<file path="config.mk">
export PLATFORM = sky130hd
export DESIGN_NAME = ps2_keyboard_rx_flat
export DESIGN_NICKNAME = d
export VERILOG_FILES = /design/src/rtl/ps2_pkg.sv /design/src/rtl/ps2_keyboard_rx_if.sv /design/src/rtl/ps2_frame_rx.sv /design/src/rtl/ps2_keyboard_rx.sv /design/src/flat_wrapper.sv
export SDC_FILE = /design/constraint.sdc
export NUM_CORES = 1
export LEC_CHECK = 0
export BUFFER_PORTS_ARGS = -buffer_cell sky130_fd_sc_hd__buf_2
export CAP_MARGIN = 20
export CORE_ASPECT_RATIO = 0.75
export CORE_MARGIN = 5
export CORE_UTILIZATION = 50
export DETAILED_ROUTE_END_ITERATION = 8
export PLACE_DENSITY = 0.77
export SYNTH_ARGS = -nofsm -noshare
export SYNTH_HDL_FRONTEND = slang
export SYNTH_SLANG_ARGS = --single-unit
</file>
<file path="constraint.sdc">
create_clock -name CLOCK_50 -period 2.7 [get_ports CLOCK_50]
set_input_delay 0.27 -clock CLOCK_50 [delete_from_list [all_inputs] [get_ports CLOCK_50]]
set_output_delay 0.27 -clock CLOCK_50 [all_outputs]
set_load 0.02 [all_outputs]
</file>
<file path="src/rtl/ps2_pkg.sv">
// Shared types and constants for the PS/2 keyboard receiver.
`timescale 1ns/1ps
package ps2_pkg;

  typedef struct packed {
    logic       ext;
    logic       brk;
    logic [7:0] code;
  } key_event_t;

  localparam logic [7:0] PS2_PREFIX_EXT   = 8'hE0;
  localparam logic [7:0] PS2_PREFIX_BREAK = 8'hF0;

  typedef enum logic [1:0] {
    IDLE   = 2'd0,
    DATA   = 2'd1,
    PARITY = 2'd2,
    STOP   = 2'd3
  } ps2_state_t;

  function automatic logic odd_parity_ok(input logic [7:0] data, input logic p);
    return ^{data, p};
  endfunction

endpackage

</file>
<file path="src/rtl/ps2_keyboard_rx_if.sv">
// Key-event handshake between the receiver FIFO head and the CPU I/O side.
`timescale 1ns/1ps
interface ps2_keyboard_rx_if;
  logic [7:0] key_code;
  logic       key_break;
  logic       key_ext;
  logic       key_valid;
  logic       key_ack;

  modport master (output key_code, key_break, key_ext, key_valid, input key_ack);
  modport slave  (input key_code, key_break, key_ext, key_valid, output key_ack);
endinterface

</file>
<file path="src/rtl/ps2_frame_rx.sv">
// PS/2 line conditioning and 11-bit frame deframer with inter-edge timeout.
`timescale 1ns/1ps
module ps2_frame_rx
  import ps2_pkg::*;
#(
  parameter int CLK_HZ     = 50_000_000,
  parameter int TIMEOUT_US = 2000,
  parameter int FILTER_LEN = 4
) (
  input  logic       i_clk,
  input  logic       i_rst,
  input  logic       i_ps2_clk,
  input  logic       i_ps2_dat,
  output logic [7:0] o_byte,
  output logic       o_byte_strobe,
  output logic       o_frame_err
);

  localparam int TO_CYCLES = CLK_HZ / 1_000_000 * TIMEOUT_US;
  localparam int TO_W      = $clog2(TO_CYCLES + 1);
  localparam int FILT_W    = $clog2(FILTER_LEN + 1);

  logic [1:0]        r_clk_sync, r_dat_sync;
  logic [FILT_W-1:0] r_filt_cnt;
  logic              r_filt_clk, r_filt_clk_d;
  logic              w_fall, w_dat;
  ps2_state_t        r_state, w_state_nxt;
  logic [7:0]        r_shift, w_shift_nxt;
  logic [2:0]        r_bit_cnt, w_bit_cnt_nxt;
  logic              r_parity, w_parity_nxt;
  logic [TO_W-1:0]   r_to_cnt, w_to_cnt_nxt;
  logic              r_strobe, w_strobe_nxt;
  logic              r_err, w_err_nxt;

  assign w_dat         = r_dat_sync[1];
  assign w_fall        = r_filt_clk_d & ~r_filt_clk;
  assign o_byte        = r_shift;
  assign o_byte_strobe = r_strobe;
  assign o_frame_err   = r_err;

  // Synchronise both pins; filtered clock follows only a stable run of samples.
  always_ff @(posedge i_clk) begin
    if (i_rst) begin
      r_clk_sync   <= 2'b11;
      r_dat_sync   <= 2'b11;
      r_filt_cnt   <= '0;
      r_filt_clk   <= 1'b1;
      r_filt_clk_d <= 1'b1;
    end else begin
      r_clk_sync   <= {r_clk_sync[0], i_ps2_clk};
      r_dat_sync   <= {r_dat_sync[0], i_ps2_dat};
      r_filt_clk_d <= r_filt_clk;
      if (r_clk_sync[1] == r_filt_clk) begin
        r_filt_cnt <= '0;
      end else if (r_filt_cnt == FILT_W'(FILTER_LEN - 1)) begin
        r_filt_cnt <= '0;
        r_filt_clk <= r_clk_sync[1];
      end else begin
        r_filt_cnt <= r_filt_cnt + FILT_W'(1);
      end
    end
  end

  // Frame state and datapath registers.
  always_ff @(posedge i_clk) begin
    if (i_rst) begin
      r_state   <= IDLE;
      r_shift   <= 8'h00;
      r_bit_cnt <= 3'd0;
      r_parity  <= 1'b0;
      r_to_cnt  <= '0;
      r_strobe  <= 1'b0;
      r_err     <= 1'b0;
    end else begin
      r_state   <= w_state_nxt;
      r_shift   <= w_shift_nxt;
      r_bit_cnt <= w_bit_cnt_nxt;
      r_parity  <= w_parity_nxt;
      r_to_cnt  <= w_to_cnt_nxt;
      r_strobe  <= w_strobe_nxt;
      r_err     <= w_err_nxt;
    end
  end

  // Next-state: advance on each filtered falling edge, abort on a stalled frame.
  always_comb begin
    w_state_nxt   = r_state;
    w_shift_nxt   = r_shift;
    w_bit_cnt_nxt = r_bit_cnt;
    w_parity_nxt  = r_parity;
    w_strobe_nxt  = 1'b0;
    w_err_nxt     = 1'b0;
    if ((r_state == IDLE) || w_fall) begin
      w_to_cnt_nxt = '0;
    end else begin
      w_to_cnt_nxt = r_to_cnt + TO_W'(1);
    end
    if (w_fall) begin
      case (r_state)
        IDLE: begin
          if (!w_dat) begin
            w_state_nxt   = DATA;
            w_bit_cnt_nxt = 3'd0;
          end else begin
            w_state_nxt = IDLE;
          end
        end
        DATA: begin
          w_shift_nxt   = {w_dat, r_shift[7:1]};
          w_bit_cnt_nxt = r_bit_cnt + 3'd1;
          if (r_bit_cnt == 3'd7) begin
            w_state_nxt = PARITY;
          end else begin
            w_state_nxt = DATA;
          end
        end
        PARITY: begin
          w_parity_nxt = w_dat;
          w_state_nxt  = STOP;
        end
        STOP: begin
          w_state_nxt = IDLE;
          if (w_dat && odd_parity_ok(r_shift, r_parity)) begin
            w_strobe_nxt = 1'b1;
          end else begin
            w_err_nxt = 1'b1;
          end
        end
        default: w_state_nxt = IDLE;
      endcase
    end else if ((r_state != IDLE) && (r_to_cnt == TO_W'(TO_CYCLES - 1))) begin
      w_state_nxt  = IDLE;
      w_err_nxt    = 1'b1;
      w_to_cnt_nxt = '0;
    end else begin
      w_state_nxt = r_state;
    end
  end

endmodule

</file>
<file path="src/rtl/ps2_keyboard_rx.sv">
// PS/2 keyboard receiver: frame deframer, E0/F0 prefix folding and key-event FIFO.
`timescale 1ns/1ps
module ps2_keyboard_rx
  import ps2_pkg::*;
#(
  parameter int CLK_HZ     = 50_000_000,
  parameter int TIMEOUT_US = 2000,
  parameter int FILTER_LEN = 4,
  parameter int FIFO_DEPTH = 4
) (
  input  logic                      CLOCK_50,
  input  logic                      reset,
  input  logic                      PS2_CLK,
  input  logic                      PS2_DAT,
  ps2_keyboard_rx_if.master         key_if,
  output logic                      rx_error,
  output logic                      overflow
);

  localparam int               PTR_W    = $clog2(FIFO_DEPTH);
  localparam logic [PTR_W:0]   FULL_CNT = (PTR_W + 1)'(FIFO_DEPTH);

  key_event_t       r_mem [FIFO_DEPTH];
  logic [PTR_W-1:0] r_wr_ptr, r_rd_ptr;
  logic [PTR_W:0]   r_count;
  logic             r_ext_pend, r_brk_pend, r_overflow;
  logic [7:0]       w_byte;
  logic             w_strobe, w_frame_err;
  logic             w_push_req, w_push, w_pop, w_full, w_empty;
  key_event_t       w_head, w_new;

  ps2_frame_rx #(
    .CLK_HZ     (CLK_HZ),
    .TIMEOUT_US (TIMEOUT_US),
    .FILTER_LEN (FILTER_LEN)
  ) u_frame_rx (
    .i_clk         (CLOCK_50),
    .i_rst         (reset),
    .i_ps2_clk     (PS2_CLK),
    .i_ps2_dat     (PS2_DAT),
    .o_byte        (w_byte),
    .o_byte_strobe (w_strobe),
    .o_frame_err   (w_frame_err)
  );

  assign w_push_req = w_strobe & (w_byte != PS2_PREFIX_EXT) & (w_byte != PS2_PREFIX_BREAK);
  assign w_empty    = (r_count == '0);
  assign w_full     = (r_count == FULL_CNT);
  assign w_pop      = key_if.key_ack & ~w_empty;
  // A pop in the same cycle frees the slot, so a full FIFO still accepts the push.
  assign w_push     = w_push_req & (~w_full | w_pop);
  assign w_new      = {r_ext_pend, r_brk_pend, w_byte};
  assign w_head     = w_empty ? key_event_t'(10'h000) : r_mem[r_rd_ptr];

  assign key_if.key_code  = w_head.code;
  assign key_if.key_break = w_head.brk;
  assign key_if.key_ext   = w_head.ext;
  assign key_if.key_valid = ~w_empty;
  assign rx_error         = w_frame_err;
  assign overflow         = r_overflow;

  // Prefix flags accumulate until a real scan code consumes them.
  always_ff @(posedge CLOCK_50) begin
    if (reset || w_frame_err) begin
      r_ext_pend <= 1'b0;
      r_brk_pend <= 1'b0;
    end else if (w_strobe) begin
      if (w_byte == PS2_PREFIX_EXT) begin
        r_ext_pend <= 1'b1;
      end else if (w_byte == PS2_PREFIX_BREAK) begin
        r_brk_pend <= 1'b1;
      end else begin
        r_ext_pend <= 1'b0;
        r_brk_pend <= 1'b0;
      end
    end
  end

  // FIFO storage.
  always_ff @(posedge CLOCK_50) begin
    if (w_push) begin
      r_mem[r_wr_ptr] <= w_new;
    end
  end

  // FIFO pointers, occupancy and sticky overflow.
  always_ff @(posedge CLOCK_50) begin
    if (reset) begin
      r_wr_ptr   <= '0;
      r_rd_ptr   <= '0;
      r_count    <= '0;
      r_overflow <= 1'b0;
    end else begin
      if (w_push) begin
        r_wr_ptr <= r_wr_ptr + PTR_W'(1);
      end
      if (w_pop) begin
        r_rd_ptr <= r_rd_ptr + PTR_W'(1);
      end
      case ({w_push, w_pop})
        2'b10:   r_count <= r_count + (PTR_W + 1)'(1);
        2'b01:   r_count <= r_count - (PTR_W + 1)'(1);
        default: r_count <= r_count;
      endcase
      if (w_push_req && w_full && !w_pop) begin
        r_overflow <= 1'b1;
      end
    end
  end

endmodule
</file>
<file path="src/flat_wrapper.sv">
// flat-port wrapper written by rule: the top's interface ports become plain ports
module ps2_keyboard_rx_flat import ps2_pkg::*;
#(
  parameter int CLK_HZ     = 50_000_000,
  parameter int TIMEOUT_US = 2000,
  parameter int FILTER_LEN = 4,
  parameter int FIFO_DEPTH = 4
)
  (CLOCK_50, reset, PS2_CLK, PS2_DAT, rx_error, overflow, key_if_key_code, key_if_key_break, key_if_key_ext, key_if_key_valid, key_if_key_ack);
  ps2_keyboard_rx_if key_if_i ();
  input  logic CLOCK_50;
  input  logic reset;
  input  logic PS2_CLK;
  input  logic PS2_DAT;
  output logic rx_error;
  output logic overflow;
  output wire logic [$bits(key_if_i.key_code)-1:0] key_if_key_code;
  output wire logic [$bits(key_if_i.key_break)-1:0] key_if_key_break;
  output wire logic [$bits(key_if_i.key_ext)-1:0] key_if_key_ext;
  output wire logic [$bits(key_if_i.key_valid)-1:0] key_if_key_valid;
  input wire logic [$bits(key_if_i.key_ack)-1:0] key_if_key_ack;
  assign key_if_key_code = key_if_i.key_code;
  assign key_if_key_break = key_if_i.key_break;
  assign key_if_key_ext = key_if_i.key_ext;
  assign key_if_key_valid = key_if_i.key_valid;
  assign key_if_i.key_ack = key_if_key_ack;
  ps2_keyboard_rx #(.CLK_HZ(CLK_HZ), .TIMEOUT_US(TIMEOUT_US), .FILTER_LEN(FILTER_LEN), .FIFO_DEPTH(FIFO_DEPTH)) u_core (.CLOCK_50(CLOCK_50), .reset(reset), .PS2_CLK(PS2_CLK), .PS2_DAT(PS2_DAT), .key_if(key_if_i), .rx_error(rx_error), .overflow(overflow));
endmodule
</file>
# [Yosys cells after proc, flatten, opt, wreduce, memory -nomap -nowiden]
# Memories as Yosys holds them, arrays and structs flattened. A register that Yosys moved wholly into a read port is not among the register bits.
# Cells that the tools add are included.
[word_totals] ff_bits=52 mem_bits_rw=40 input_bits=5 out_inout_bits=13 wordCells=101 memories=1
[op_classes] addsub=7 n_eq_ne=16 n_mux=24 bitwise=13 n_reduce_logical=22
[mem_list] memory="u_core.r_mem" depth=4 word_bits=10 read_ports=1 rd_clocked_by_memory_dff=1 wr=1 line_no="ps2_keyboard_rx.sv:23" source="key_event_t r_mem [FIFO_DEPTH];"
[ops] cell="$mux W17" count=3
[ops] cell="$add A17 B1 Y17 const B" count=1
[ops] cell="$eq A17 B17 Y1 const B" count=1
[ops] cell="$eq A8 B8 Y1 const B" count=2
[ops] cell="$ne A8 B8 Y1 const B" count=2
[ops] cell="$pmux W3 S2" count=2
[ops] cell="$mux W1" count=11
[ops] cell="$mux W10" count=1
[ops] cell="$mux W2" count=5
[ops] cell="$reduce_and A2 Y1" count=5
[ops] cell="$add A3 B1 Y3 const B" count=3
[ops] cell="$reduce_xor A9 Y1" count=1
[ops] cell="$pmux W2 S4" count=1
[ops] cell="$reduce_bool A2 Y1" count=4
[ops] cell="$not A1 Y1" count=7
[ops] cell="$eq A2 B2 Y1 const B" count=3
[ops] cell="$eq A3 B3 Y1 const B" count=2
[ops] cell="$reduce_or A3 Y1" count=2
[ops] cell="$and A1 B1 Y1" count=5
[ops] cell="$add A2 B1 Y2 const B" count=2
[ops] cell="$eq A2 B1 Y1 const B" count=2
[ops] cell="$logic_and A1 B1 Y1" count=4
[ops] cell="$eq A3 B2 Y1 const B" count=1
[ops] cell="$logic_not A3 Y1" count=1
[ops] cell="other kinds (10)" count=11

# [Logic depth before layout (Yosys ltp)]
# Gate-level depths: netlist (run 1).
[depth] depth_word=7 depth_mapped=7 mapped_depth_nobuf=6

# [Hierarchy]
# From an unflattened synthesis (run 1), not the netlist that was laid out.
[unflattened] cells_unflattened=332 area_unflattened_um2=3987.6
[by_module_without_submodules] module="ps2_keyboard_rx" instances=1 cells_each=130 area_each_um2=2149.6 seq_area_each_um2=1441.4
[by_module_without_submodules] module="ps2_frame_rx" instances=1 cells_each=202 area_each_um2=1838.0 seq_area_each_um2=840.8

# [Worst setup path after synthesis (run 1)]
# Ideal clock, no wire load.
[synth_timing] path_type="reg-to-reg" from="register u_core.u_frame_rx.r_shift[1], in the netlist u_core.u_frame_rx.o_byte[1]" to="register u_core.r_count[2]" setup_time_ns=0.121 t_arrival_ns=1.883 required_time_ns=2.579 setup_slack_ns=0.696 path_stages_with_launch=7 path_buffers=0 period_less_slack_ns=2.004 path_cell_list="dfxtp_1 > nor3_1 > a21o_1 > nand3_1 > fa_1 > mux2i_1 > mux2_2"
[synth_between] elab_chain_len=6 word_cells_on_any_way=9 cone_classes="eq/ne: 4; mux: 1; bitwise: 3; reduce/logical: 1"
[synth_rtl] item="start, declared" line_no="ps2_frame_rx.sv:28" source="logic [7:0] r_shift, w_shift_nxt;"
[synth_rtl] item="start signal, assigned" line_no="ps2_frame_rx.sv:76" source="r_shift <= w_shift_nxt;"
[synth_rtl] item="$ne A8 B8 Y1" line_no="ps2_keyboard_rx.sv:46" source="assign w_push_req = w_strobe & (w_byte != PS2_PREFIX_EXT) & (w_byte != PS2_PREFIX_BREAK);"
[synth_rtl] item="$and A1 B1 Y1" line_no="ps2_keyboard_rx.sv:46"
[synth_rtl] item="$and A1 B1 Y1 (*)" line_no="ps2_keyboard_rx.sv:46"
[synth_rtl] item="$and A1 B1 Y1 (*)" line_no="ps2_keyboard_rx.sv:51" source="assign w_push = w_push_req & (~w_full | w_pop);"
[synth_rtl] item="$eq A2 B1 Y1 or $eq A2 B2 Y1 (tied branches)" line_no="ps2_keyboard_rx.sv:100" source="case ({w_push, w_pop})"
[synth_rtl] item="$pmux W3 S2 or $reduce_bool A2 Y1 (tied branches)"
[synth_rtl] item="end signal, assigned" line_no="ps2_keyboard_rx.sv:101" source="2'b10: r_count <= r_count + (PTR_W + 1)'(1);"
[synth_rtl] item="end signal, assigned" line_no="ps2_keyboard_rx.sv:102" source="2'b01: r_count <= r_count - (PTR_W + 1)'(1);"
[synth_rtl] item="end signal, assigned" line_no="ps2_keyboard_rx.sv:103" source="default: r_count <= r_count;"
[synth_rtl] item="end, declared" line_no="ps2_keyboard_rx.sv:25" source="logic [PTR_W:0] r_count;"
# Mark *: on every way between the ends. The rest lies on a longest branch, timed or not.
# A chain may end at the register's enable or synchronous reset.

==> results of run 1 <==
==> registers in the layout, indices dropped and copies added (netlist names), 2 cells and up, named ones only <==
name	count
u_core.u_frame_rx.r_clk_sync	2
u_core.r_mem	40
u_core.u_frame_rx.r_dat_sync	2
u_core.u_frame_rx.r_bit_cnt	3
u_core.u_frame_rx.r_filt_cnt	3
u_core.u_frame_rx.r_to_cnt	17
u_core.r_wr_ptr	2
u_core.u_frame_rx.r_state	2
u_core.u_frame_rx.o_byte	8
u_core.r_count	3
u_core.r_rd_ptr	2
==> per-stage QoR <==
step	setup WS (ns)	cells	util (%)	hold WS, ns	area [um2]
floorplan	0.696	323	-	0.374	3900
global placement	0.584	431	54.1	0.392	4040
detailed placement	0.519	431	54.1	0.396	4040
CTS	0.427	447	56.6	0.0762	4230
global route	0.327	447	56.6	0.0826	4230
finish	0.475	447	56.6	0.0930	4230
==> layout by cell type, fill, tap and decap left out, drive strengths merged, types with 6 or more instances in the layout <==
cell type and instances:
xor2 10, dfxtp 54, and2 16, nand2 28, inv 16, ha 9
a21oi 15, mux4 10, nand3 6, nor2 39, xnor2 12, clkbuf 9
buf 19, edfxtp 40
==> final cells by class <==
cell class | count | share of cell area, %
repair buffers | 19 | 2.37
flip-flops and latches | 94 | 54.0
well taps | 101 | 2.99
clock inverters | 7 | 1.51
multi-input cells | 205 | 35.2
inverters | 12 | 1.07
clock buffers | 9 | 2.93
==> routing by layer <==
| layer | wire, um | part of all wire [%] |
|---|---|---|
| met1 | 3110 | 48 |
| met2 | 3020 | 47 |
| met3 | 295 | 4.6 |
| met4 | 24 | 0.37 |
| met5 | 0 | 0 |
==> cells by family after synthesis <==
logic type	after synthesis	share of synthesized area, %
mux	16	7.34
xor+xnor	24	6.12
simple gates	127	16.7
flops	94	58.5
compound gates	28	4.55
buf+inv	24	3.46
fa+ha+maj	10	3.40
==> worst max-delay path by stage <==
stage / endpoint / cells after the start / slack [ns] / from
final: key_if_key_ext / 4 / 0.48 / flop
after global routing: u_core.r_count[2] / 6 / 0.33 / u_core.u_frame_rx.o_byte[1]
after CTS: key_if_key_ext / 4 / 0.43 / flop
after detailed placement: u_core.r_count[2] / 6 / 0.52 / u_core.u_frame_rx.o_byte[1]
after global placement: u_core.r_count[2] / 6 / 0.58 / u_core.u_frame_rx.o_byte[1]
after floorplan: u_core.r_count[2] / 6 / 0.70 / u_core.u_frame_rx.o_byte[1]
==> power by group <==
| group | leakage (uW) | total, uW | internal [uW] | switching, uW |
|---|---|---|---|---|
| Clock | 0.0000903 | 875 | 355 | 519 |
| Combinational | 0.000603 | 597 | 263 | 333 |
| Sequential | 0.000807 | 1550 | 1510 | 45.0 |
| Total | 0.00150 | 3020 | 2130 | 897 |
==> results_dict.tcl, run 1 <==
set metrics [dict create \
    syn_inst 323 \
    worstPathMaxFanout 6 \
    die_w_um 112 \
    diodes 0 \
    reg2reg_depth 6 \
    setup_tns_ns 0 \
    post_drt_wl_per_cell_um 14.4 \
    post-cts-setup-buffer-count 0 \
    cts.sinks 94 \
    io_pins 18 \
    met3_usage_pct 3.70 \
    yosys_most_used_dff "dfxtp_1" \
    critical_path_class "flop to primary output" \
    min_to "u_core.u_frame_rx.r_clk_sync[0]" \
    numPortBuffers 17 \
    holdBufCountCts 0 \
    grt_pass1_vias 2280 \
    rows 27 \
    antenna_found_initial 0 \
    timing.rr.end "u_core.r_count[2]" \
    dp_hpwl_um 4450 \
    yosysMostFrequentCell "dfxtp_1" \
    die_y_um 86.5 \
    nNetsFinal 356 \
    synth_seq_cells 94 \
    cts_tree "yes" \
    die-area_um2 9690 \
    grt_remaining_overflow 0 \
    crit_chain "buf_4, mux4_2, and2_1, buf_2" \
    hp-class "primary input to flop" \
    core_um2 7470 \
    netlist_top_cells_area "edfxtp_1 (31%), dfxtp_1 (28%), mux4_2 (5.8%), nor2_1 (3.8%), ha_1 (2.9%)" \
    ys_seq_area_share_pct 58.5 \
    setup.worst_path.end_class "primary output" \
    numCtsBuffers 9 \
    cp.buffers_inverters 2 \
    drc 0 \
    cpMaxStageDelayCell "dfxtp_1" \
    syn_area_um2 3900 \
    ys_async_sr_fraction_pct 0 \
    antenna_left 0 \
    synth_commonest_cells "dfxtp_1 (54), edfxtp_1 (40), nor2_1 (39), nand2_1 (28)" \
    min_from "PS2_CLK" \
    syn-num-nets 338 \
    fmax_ghz 0.450 \
    cts_root_buffer "clkbuf_8" \
    regArea_um2 2280 \
    p_total_uw 3020 \
    gp_congestion 0.787 \
    start_util_pct 52.3 \
    hold_viol 0 \
    grt_max_degree 36 \
    cts_resized 0 \
    synth_warnings 0 \
    cts-htree-levels 3 \
    finalMaxSlewViolations 0 \
    hold_depth 2 \
    rsz0062_at_grt "no" \
    critPathLaunchType "flop" \
    max_slew_margin_pct 52.6 \
    r2r_start "u_core.u_frame_rx.o_byte[1]" \
    grtUsageMet1_pct 18.4 \
    worst_pin_slew_ns 0.709 \
    drive_gt1_share_pct 15.9 \
    skew_ns 0.0130 \
    powerDensity_nw_per_um2 715 \
    leakage_uw 0.00150 \
    syn_avg_cell_area_um2 12.1 \
    ir_drop_mv 0.320 \
    multi_input_area_um2 1490 \
    grt.met2_usage_pct 23.7 \
    dr.pass1.iters 4 \
    setup_viol 0 \
    clock_latency_ns 0.35 \
    clock_path_buffers 2 \
    slowest_delay_ns 0.52 \
    path_delay_family "flip-flops" \
    synth_edf_count 40 \
    yosys.area.top_type "edfxtp_1" \
    status "finished clean" \
    clkSlewWorstSetupHoldPaths_ns 0.10 \
    ys_types 44 \
    vias_per_cell 5.17 \
    grt_busiest_layer "met2" \
    crit_required_ns 2.43 \
    cp.arrival_ns 1.95 \
    area_growth_pct 8.30 \
    r2r_slack_ns 0.51 \
    grt_pass1_wl_um 11000 \
    post-route-period-util_pct 82.4 \
    drv_cap 0 \
    num_vias 2311 \
    wirelength_um 6440 \
    drt-initial-drc-count 73 \
    fin_crit_ns 2.22 \
    synth_top_area_share_pct 30.8 \
    grt_usage_pct 14.2 \
    fillers 617 \
]
(Power assumes the default switching activity.)
==> inputs of run 2 (changes only) <==
==> constraint.sdc (replaced) <==
create_clock -name CLOCK_50 -period 2.1 [get_ports CLOCK_50]
set_input_delay 0.21 -clock CLOCK_50 [delete_from_list [all_inputs] [get_ports CLOCK_50]]
set_output_delay 0.21 -clock CLOCK_50 [all_outputs]
set_load 0.02 [all_outputs]
==> run 2 against run 1 <==
Against the previous run:
- critical path depth is the same
- core utilization grew 2.1 points
- global-route usage grew 0.63 points
- clock skew shrank 0.0040 ns
- non-clock buffer count grew 18
- die area is the same
==> results_dict.tcl, run 2 (synthesis results as in run 1) <==
set metrics [dict create \
    final_common_cell "dfxtp_1" \
    critical_path_class "flop to primary output" \
    cp.buffers_inverters 2 \
    crit_chain "buf_4, mux4_2, and2_1, buf_2" \
    grt_remaining_overflow 0 \
    die_w_um 112 \
    clock_latency_ns 0.36 \
    cts_root_buffer "clkbuf_8" \
    cts_tree "yes" \
    finalMaxSlewViolations 0 \
    hp-class "primary input to flop" \
    grt_pass1_wl_um 11500 \
    cts-htree-levels 3 \
    path_delay_family "multiplexers" \
    status "finished clean" \
    vias_per_cell 5.14 \
    drv_cap 0 \
    rows 27 \
    setup_viol 0 \
    setup.worst_path.end_class "primary output" \
    final_cell_mix "dfxtp_1 (54), edfxtp_1 (40), nor2_1 (39)" \
    cts.sinks 94 \
    leakage_uw 0.00161 \
    antenna_found_initial 0 \
    holdBufCountCts 0 \
    largest-register "u_core.r_mem" \
    finalWorstSetupSlack_ns 0.122 \
    gp_congestion 0.781 \
    numPortBuffers 17 \
    grt_max_degree 36 \
    crit_required_ns 1.89 \
    skew_ns 0.00895 \
    num_vias 2389 \
    powerDensity_nw_per_um2 915 \
    dr.pass1.iters 5 \
    max_slew_margin_pct 59.7 \
    hold_viol 0 \
    dp_hpwl_um 4650 \
    numCtsBuffers 9 \
    drc 0 \
    nNetsFinal 374 \
    io_pins 18 \
    post-route-period-util_pct 94.2 \
    setup_tns_ns 0 \
    drive_gt1_share_pct 20.6 \
    fmax_ghz 0.505 \
    clkSlewWorstSetupHoldPaths_ns 0.09 \
    cpMaxStageDelayCell "mux4_2" \
    fin_crit_ns 1.98 \
    core_um2 7470 \
    post_drt_wl_per_cell_um 14.3 \
    start_util_pct 52.3 \
    area_growth_pct 12.3 \
    die-area_um2 9690 \
    drt-initial-drc-count 140 \
    cp.arrival_ns 1.77 \
    wirelength_um 6640 \
    r2r_slack_ns 0.14 \
    clock_path_buffers 2 \
    diodes 0 \
    largest_reg_flops 40 \
    antenna_left 0 \
    dpl_worst_slack_ns 0.103 \
    grt_pass1_vias 2413 \
    rsz0062_at_grt "no" \
    grt_usage_pct 14.8 \
    critPathLaunchType "flop" \
    slowest_delay_ns 0.55 \
    worst_pin_slew_ns 0.604 \
    worstPathMaxFanout 10 \
    ir_drop_mv 0.481 \
    die_y_um 86.5 \
]
run 2: worst paths after layout:
path                                   start                               to  depth (start not counted)
min                                  PS2_DAT  u_core.u_frame_rx.r_dat_sync[0]                          2
max reg2reg      u_core.u_frame_rx.o_byte[3]                u_core.r_count[2]                          6
max                                     flop               key_if_key_code[0]                          4
min reg2reg  u_core.u_frame_rx.r_clk_sync[0]  u_core.u_frame_rx.r_clk_sync[1]                          1
run 2: what timing repair did:
| item | 4_1_cts | 5_1_grt |
|---|---|---|
| resized for setup | 0 | 2 |
| buffers inserted | 0 | 0 |
| setup endpoints to repair | 0 | 1 |
| endpoints found under the hold margin | 0 | 0 |
run 2: per-stage QoR:
step	std cells	total power [uW]	hold WS (ns)	cell area, um2	utilization (%)
finish	465	4010	0.0286	4390	58.7
global placement	449	2830	0.392	4180	55.9
floorplan	323	2610	0.314	3900	-
detailed placement	449	2860	0.395	4180	55.9
global route	465	4220	0.0247	4390	58.7
CTS	465	4050	0.0141	4380	58.7
run 2: where the power goes:
part | internal, uW | total [uW] | switching (uW)
logic | 363 | 829 | 466
clock network | 569 | 1210 | 639
registers | 1940 | 1980 | 39.8
run 2: routing by layer:
layer | GRT usage (%) | share of wire (%) | wire length, um | up-vias
met5 | 0 | 0 | 0 | -
met3 | 4.12 | 4.9 | 326 | 3
met1 | 20.2 | 49 | 3260 | 1143
met2 | 23.6 | 46 | 3020 | 43
met4 | 3.93 | 0.51 | 34 | 0
li1 | - | - | - | 1200
run 2: layout make-up:
class                   instances  area [um2]
repair buffers                 37         235
flip-flops and latches         94        2280
inverters                      12        45.0
clock inverters                 7        80.1
fillers                       629        3080
multi-input cells             205        1490
well taps                     101         126
clock buffers                   9         124
==> inputs of run 3 (changes only) <==
--- a/config.mk
+++ b/config.mk
@@ -5,13 +5,14 @@
 export SDC_FILE = /design/constraint.sdc
 export NUM_CORES = 1
 export LEC_CHECK = 0
-export BUFFER_PORTS_ARGS = -buffer_cell sky130_fd_sc_hd__buf_2
 export CAP_MARGIN = 20
 export CORE_ASPECT_RATIO = 0.75
 export CORE_MARGIN = 5
 export CORE_UTILIZATION = 50
 export DETAILED_ROUTE_END_ITERATION = 8
-export PLACE_DENSITY = 0.77
+export DONT_BUFFER_PORTS = 1
+export PLACE_DENSITY = 0.75
 export SYNTH_ARGS = -nofsm -noshare
 export SYNTH_HDL_FRONTEND = slang
 export SYNTH_SLANG_ARGS = --single-unit
+export TNS_END_PERCENT = 30
==> run 3 against run 2 <==
Against the previous run:
- critical path depth increased by 2
- highest routed layer unchanged
- final area decreased by 0.94%
- largest cell class unchanged
- final cell count decreased by 2.8%
- clock-buffer cell count unchanged
- sequential cell count unchanged
- routed wire length decreased by 2.1%
==> results_dict.tcl, run 3 (synthesis results as in run 1) <==
set metrics [dict create \
    status "finished clean" \
    ir_drop_mv 0.496 \
    largest_reg_flops 40 \
    powerDensity_nw_per_um2 889 \
    post-cts-setup-buffer-count 0 \
    clkSlewWorstSetupHoldPaths_ns 0.08 \
    core_um2 7470 \
    grt.met2_usage_pct 23.3 \
    hold_viol 0 \
    numCtsBuffers 9 \
    rows 27 \
    crit_required_ns 2.34 \
    grt_pass1_vias 2336 \
    grtUsageMet1_pct 19.0 \
    vias_per_cell 5.15 \
    dr.pass1.iters 4 \
    worstPathMaxFanout 7 \
    hp-class "primary input to flop" \
    die_w_um 112 \
    diodes 0 \
    leakage_uw 0.00154 \
    fin_crit_ns 1.93 \
    io_pins 18 \
    area_growth_pct 11.3 \
    die_y_um 86.5 \
    start_util_pct 52.3 \
    antenna_left 0 \
    drt-initial-drc-count 99 \
    final_cell_mix "dfxtp_1 (54), edfxtp_1 (40), nor2_1 (39)" \
    cts_root_buffer "clkbuf_8" \
    grt_max_degree 31 \
    largest-register "u_core.r_mem" \
    drc 0 \
    setup_tns_ns 0 \
    gp_congestion 0.779 \
    num_vias 2327 \
    clock_path_buffers 2 \
    worst_pin_slew_ns 0.560 \
    post_drt_wl_per_cell_um 14.4 \
    final_common_cell "dfxtp_1" \
    setup_viol 0 \
    die-area_um2 9690 \
    dp_hpwl_um 4600 \
    fmax_ghz 0.518 \
    grt_usage_pct 14.7 \
    cp.arrival_ns 2.17 \
    drv_cap 0 \
    cts.sinks 94 \
    dp.cells 432 \
    drive_gt1_share_pct 16.2 \
    skew_ns 0.0141 \
    grt_remaining_overflow 0 \
    numPortBuffers 0 \
    instances_no_fill 452 \
    grt_busiest_layer "met2" \
    rsz0062_at_grt "no" \
    critPathLaunchType "flop" \
    clock_latency_ns 0.36 \
    post-route-period-util_pct 92.0 \
    finalMaxSlewViolations 0 \
    setup.worst_path.end_class "flop" \
    critical_path_class "flop to flop" \
    wirelength_um 6500 \
    nNetsFinal 361 \
    met3_usage_pct 6.28 \
    max_slew_margin_pct 62.6 \
    cts-htree-levels 3 \
    cts_tree "yes" \
    antenna_found_initial 0 \
    grt_pass1_wl_um 11200 \
]
run 3: critical path, stage by stage (launching register included):
cell	delay, ns
dfxtp_1	0.37
nor3_1	0.25
a21o_1	0.19
nand3_1	0.12
fa_1	0.39
mux2i_1	0.16
mux2_2	0.34
run 3: final cells by class:
type / count / area [um2]
Tap cell: 101 / 126
Inverter: 12 / 45.0
Clock buffer: 9 / 124
Clock inverter: 7 / 72.6
Fill cell: 618 / 3120
Sequential cell: 94 / 2280
Multi-Input combinational cell: 205 / 1490
Timing Repair Buffer: 24 / 208
run 3: worst paths after layout:
| kind | startpoint | to | slack [ns] | cells past startpoint |
|---|---|---|---|---|
| max | u_core.u_frame_rx.o_byte[0] | u_core.r_count[2] | 0.17 | 6 |
| min | reset | u_core.r_brk_pend | 0.04 | 2 |
| max reg2reg | u_core.u_frame_rx.o_byte[0] | u_core.r_count[2] | 0.17 | 6 |
| min reg2reg | u_core.u_frame_rx.r_dat_sync[0] | u_core.u_frame_rx.r_dat_sync[1] | 0.42 | 1 |
run 3: repair_timing:
item,4_1_cts,5_1_grt
setup endpoints to repair,0,0
resized for setup,0,0
hold buffers,3,0
hold endpoints to repair,31,0
run 3: per-stage QoR:
stage | utilization, % | power (uW) | area, um2 | setup slack [ns] | hold WS [ns]
2_1_floorplan | - | 2610 | 3900 | 0.0965 | 0.314
3_3_place_gp | 54.8 | 2710 | 4090 | 0.196 | 0.286
3_5_place_dp | 54.8 | 2730 | 4090 | 0.174 | 0.286
4_1_cts | 57.8 | 3920 | 4320 | 0.143 | 0.0237
5_1_grt | 58.2 | 4080 | 4340 | 0.0511 | 0.0233
6_report | 58.2 | 3860 | 4340 | 0.168 | 0.0432
run 3: routing by layer:
metal | routed length [um] | share of wire (%)
met1 | 3160 | 49
met2 | 2980 | 46
met3 | 306 | 4.7
met4 | 55 | 0.85
met5 | 0 | 0
run 3: report_power, final:
group	internal (uW)	switching (uW)
Sequential	1940	41.1
Clock	552	617
Combinational	287	430
